### src/rtl/arduino_bus_arbiter.sv
// Round-robin arbiter sharing the 4-bit hub bus among Arduino nodes, paced by the temporizador tick.
// Define ARB_PRIORITY_EN to make node 0 a high-priority requester that bypasses the rotation.
module arduino_bus_arbiter #(
    parameter int NUM_NODES     = 4,
    parameter int ADDR_W        = 2,
    parameter int DATA_W        = 2,
    parameter int TIMEOUT_TICKS = 15
) (
    input  logic                          clock50,
    input  logic                          reset,
    input  logic                          tick,
    input  logic [NUM_NODES-1:0]          req,
    input  logic [NUM_NODES*DATA_W-1:0]   node_data,
    input  logic                          ack,
    output logic [NUM_NODES-1:0]          grant,
    output logic [ADDR_W+DATA_W-1:0]      bus_out,
    output logic                          bus_valid,
    output logic [NUM_NODES-1:0]          done,
    output logic                          timeout_err,
    output logic [ADDR_W-1:0]             rr_ptr_dbg
);

    typedef enum logic [1:0] {IDLE, HOLD, RELEASE} state_t;

    state_t                      state, state_next;
    logic [NUM_NODES-1:0]        grant_next, done_next;
    logic [ADDR_W+DATA_W-1:0]    bus_next;
    logic                        bus_valid_next, timeout_next;
    logic [ADDR_W-1:0]           rr_ptr, rr_next, owner, owner_next;
    logic [7:0]                  counter, counter_next;
    logic                        pick_found;
    logic [ADDR_W-1:0]           pick_idx, cand_idx;
    int                          cand;

    assign rr_ptr_dbg = rr_ptr;

    // Winner search: first requester at or after rr_ptr, wrapping at NUM_NODES.
    always_comb begin
        pick_found = 1'b0;
        pick_idx   = '0;
        cand       = 0;
        cand_idx   = '0;
`ifdef ARB_PRIORITY_EN
        if (req[0]) begin
            pick_found = 1'b1;
        end
`endif
        for (int k = 0; k < NUM_NODES; k++) begin
            cand     = (int'(rr_ptr) + k) % NUM_NODES;
            cand_idx = ADDR_W'(cand);
            if (!pick_found && req[cand_idx]) begin
                pick_found = 1'b1;
                pick_idx   = cand_idx;
            end
        end
    end

    always_ff @(posedge clock50 or posedge reset) begin
        if (reset) begin
            state       <= IDLE;
            grant       <= '0;
            bus_out     <= '0;
            bus_valid   <= 1'b0;
            done        <= '0;
            timeout_err <= 1'b0;
            rr_ptr      <= '0;
            owner       <= '0;
            counter     <= '0;
        end else begin
            state       <= state_next;
            grant       <= grant_next;
            bus_out     <= bus_next;
            bus_valid   <= bus_valid_next;
            done        <= done_next;
            timeout_err <= timeout_next;
            rr_ptr      <= rr_next;
            owner       <= owner_next;
            counter     <= counter_next;
        end
    end

    // done and timeout_err default low so they last exactly one clock50 cycle.
    always_comb begin
        state_next     = state;
        grant_next     = grant;
        bus_next       = bus_out;
        bus_valid_next = bus_valid;
        done_next      = '0;
        timeout_next   = 1'b0;
        rr_next        = rr_ptr;
        owner_next     = owner;
        counter_next   = counter;
        if (tick) begin
            case (state)
                IDLE: begin
                    if (pick_found) begin
                        grant_next     = NUM_NODES'(1) << pick_idx;
                        bus_next       = {pick_idx, node_data[pick_idx*DATA_W +: DATA_W]};
                        bus_valid_next = 1'b1;
                        counter_next   = '0;
                        owner_next     = pick_idx;
                        state_next     = HOLD;
                    end
                end
                HOLD: begin
                    if (ack) begin
                        done_next  = NUM_NODES'(1) << owner;
                        state_next = RELEASE;
                    end else if (!req[owner]) begin
                        state_next = RELEASE;
                    end else if (counter == 8'(TIMEOUT_TICKS - 1)) begin
                        timeout_next = 1'b1;
                        state_next   = RELEASE;
                    end else begin
                        counter_next = counter + 8'd1;
                    end
                end
                RELEASE: begin
                    grant_next     = '0;
                    bus_next       = '0;
                    bus_valid_next = 1'b0;
                    state_next     = IDLE;
`ifdef ARB_PRIORITY_EN
                    if (owner != '0) begin
                        rr_next = (owner == ADDR_W'(NUM_NODES - 1)) ? '0 : owner + ADDR_W'(1);
                    end
`else
                    rr_next = (owner == ADDR_W'(NUM_NODES - 1)) ? '0 : owner + ADDR_W'(1);
`endif
                end
                default: begin
                    state_next = IDLE;
                end
            endcase
        end
    end

endmodule

### config.mk
export PLATFORM = sky130hd
export DESIGN_NAME = arduino_bus_arbiter
export DESIGN_NICKNAME = d
export VERILOG_FILES = /design/src/rtl/arduino_bus_arbiter.sv
export SDC_FILE = /design/constraint.sdc
export NUM_CORES = 1
export LEC_CHECK = 0
export ABC_AREA = 1
export BUFFER_PORTS_ARGS = -buffer_cell sky130_fd_sc_hd__clkbuf_2
export CAP_MARGIN = 40
export CORE_ASPECT_RATIO = 0.7
export CORE_UTILIZATION = 35
export CTS_CLUSTER_DIAMETER = 60
export DETAILED_ROUTE_END_ITERATION = 7
export PLACE_DENSITY = 0.65
export SYNTH_ARGS = -nofsm -noshare
export SYNTH_HDL_FRONTEND = slang
export SYNTH_SLANG_ARGS = --single-unit
### constraint.sdc
create_clock -name clock50 -period 2.41 [get_ports clock50]
set_input_delay 0.482 -clock clock50 [delete_from_list [all_inputs] [get_ports clock50]]
set_output_delay 0.482 -clock clock50 [all_outputs]
set_load 0.01 [all_outputs]
==> flow_summary.ini <==
[synthesis]
yosys_warnings = 0
synthesis.nets = 260
synth_cell_types = 28
ys_ff_latch = 28
synthCells = 238
syn_area_mm2 = 0.00179
ys_seq_area_share_pct = 39.1
synth_fa_ha_area_share_pct = 4.19
syn_area_per_cell_um2 = 7.52
synthMuxAreaShare_pct = 0
synthXorXnorAreaFrac_pct = 2.45
synth_top_family_by_area = simple AND/OR/NAND/NOR gates
synthSimpleGateAreaFrac_pct = 39.0
synth-compound-area-share_pct = 7.41

[pwr]
totalPowerFinal_uw = 2540
cellLeakagePower_uw = 0.00113
ir_drop_mv = 0.613
p_per_area_mw_per_mm2 = 1210

[worst_setup_path]
cpLargestDelayFamily = simple AND/OR/NAND/NOR gates
rr_endpoint = counter[3]
start_kind = flip-flop
endpoint_kind = flip-flop
crit_top_cell = nand2_1
reg2reg_from = rr_ptr_dbg[0]
worst-path-max-fanout = 12
critical-path-max-stage-delay_ns = 0.59
r2r_setup_slack_ns = 0.24
crit_chain = inv_2 -> nand2_1 -> nand2_4 -> o21ai_2 -> inv_1 -> nand3_2 -> nand2_2 -> nor2_2 -> inv_2 -> nand2_1 -> nand2_1
reg2reg_depth = 11
cp.depth = 11
path_buf_inv = 3
required_ns = 2.59
worstSetupPathType = reg2reg
cp_slowest_cell = dfrtp_1
arrival_ns = 2.36

[clock_tree]
cts_tree = done
root_buffer = clkbuf_8
cts_resized = 0
clockBufferDepth = 2
cts_setup_buffers = 0
ctsHoldBuffers = 0
clock_sinks = 28
htree_levels = 1
clk_pin_slew_ns = 0.10
insertion_delay_ns = 0.28
cts_buffers = 3

[place]
placed_cells = 338
dp_hpwl_um = 3020
portBuffers = 31
routabilityCongestion = 0.868

[timing]
finalSetupViolCount = 0
holdWs_ns = 0.232
tns_ns = 0
fin_skew_ns = 0.00394
fin_crit_sh_pct = 90.2
hold_viol_final = 0
timing.fmax_mhz = 460
final_max_slew_viol_count = 0
rsz0062_at_grt = no
tightest_slew_ns = 0.512
slew_headroom_pct = 65.8
period_minus_slack_ns = 2.17

[route]
drt_wl_total_um = 3850
drt_iter0_drc = 82
ant_nets = 0
drc = 0
first_pass_iters = 4
wl_per_cell_um = 11.3
viasPerCell = 4.57
vias = 1563

[outcome]
run_status = finished clean

[global_route]
grt_max_degree = 29
grt_usage_pct = 16.2
grt_pass1_vias = 1440
gr-usage-met3_pct = 4.36
grt_most_used_layer = met2
grt_use_met1_pct = 23.6
grt.overflow.total = 0
antenna_found_initial = 0
grt_use_met2_pct = 24.9
grt_pass1_wl_um = 6700

[layout]
drive_above_1_share_pct = 26.0
insertedDiodeCount = 0
layout_common_cells = nand2_1, clkbuf_2, dfrtp_1, inv_1
final_common_cell = nand2_1
syn_to_final_growth_pct = 17.1
fin_cells = 342
final_nets = 296

[floorplanning]
initial_core_util_pct = 36.8
pin_count = 32
die_h_um = 61.8
rows = 21
core_area_mm2 = 0.00486
die_w_um = 87.5
die_area_mm2 = 0.00541

[hold_path]
worstHoldPathType = in2async

[job]
timing.max_cap.violations = 0
-- worst max-delay path by stage --
stage,startpoint,to
floorplan,rr_ptr_dbg[0],counter[7]
global placement,rr_ptr_dbg[0],counter[1]
detailed placement,rr_ptr_dbg[0],counter[3]
CTS,rr_ptr_dbg[0],counter[3]
global route,rr_ptr_dbg[0],counter[1]
finish,rr_ptr_dbg[0],counter[3]
-- synth_stat cells --
cell      count  area [um2]
nand2_1      84         315
dfrtp_1      28         701
inv_1        26        97.6
nand3_1      15        75.1
nor2_1       15        56.3
nand2_2       7        43.8
o21ai_0       7        35.0
o21ai_2       7        61.3
ha_1          6        75.1
inv_2         4        15.0
nor3_1        4        20.0
xor2_1        4        35.0
a21oi_1       3        15.0
nand2_4       3        33.8
nand3_2       3        30.0
nand4_1       3        18.8
o21ai_1       3        15.0
or2_2         3        18.8
buf_6         2        22.5
nand3b_1      2        15.0
nor2_2        2        12.5
a31oi_1       1        6.26
clkinv_2      1        5.00
nand3_4       1        17.5
nor2_4        1        11.3
nor2_8        1        20.0
nor3_2        1        10.0
xnor2_1       1        8.76
-- where the power goes --
part | switching, uW | internal (uW) | total, uW | leakage (uW)
registers | 130 | 599 | 729 | 0.000369
clock network | 153 | 223 | 376 | 0.0000357
logic | 966 | 468 | 1430 | 0.000728
-- worst reg2reg max path: stages (launching register included) --
cell     delay [ns]
dfrtp_1        0.59
inv_2          0.15
nand2_1        0.13
nand2_4        0.08
o21ai_2        0.19
inv_1          0.07
nand3_2        0.10
nand2_2        0.07
nor2_2         0.42
inv_2          0.13
nand2_1        0.09
nand2_1        0.05
-- layout make-up --
| class | instances | area (um2) |
|---|---|---|
| Fill cell | 514 | 2770 |
| Multi-Input combinational cell | 177 | 950 |
| Sequential cell | 28 | 701 |
| Timing Repair Buffer | 33 | 170 |
| Inverter | 31 | 118 |
| Tap cell | 69 | 86.3 |
| Clock buffer | 3 | 41.3 |
| Clock inverter | 1 | 30.0 |
-- per-layer routing --
layer  vias to the layer above  wire length (um)
met3                         2               195
met4                         0                 8
met5                         -                 0
met2                        34              1580
li1                        815                 -
met1                       712              2070
-- through the flow --
step           utilization (%)  setup WS, ns  instance area [um2]
2_1_floorplan                -         0.780                 1790
3_5_place_dp              41.6         0.286                 2020
6_report                  43.1         0.235                 2100
4_1_cts                   43.1         0.242                 2100
3_3_place_gp              41.6         0.376                 2020
5_1_grt                   43.1        0.0375                 2100
-- sequential cells by signal, indices dropped and copies added, names as in the netlist, 2 cells and up --
name        flops
counter         8
bus_out         4
done            4
grant           4
owner           2
rr_ptr_dbg      2
state           2
-- cells by family after synthesis --
logic type,after synthesis
DFF,28
and+or+nand+nor,145
buffers and inverters,33
xor gates and xnor gates,5
AOI/OAI and AO/OA,21
adders and majority gates,6
Power figures use the tool's default switching activity.
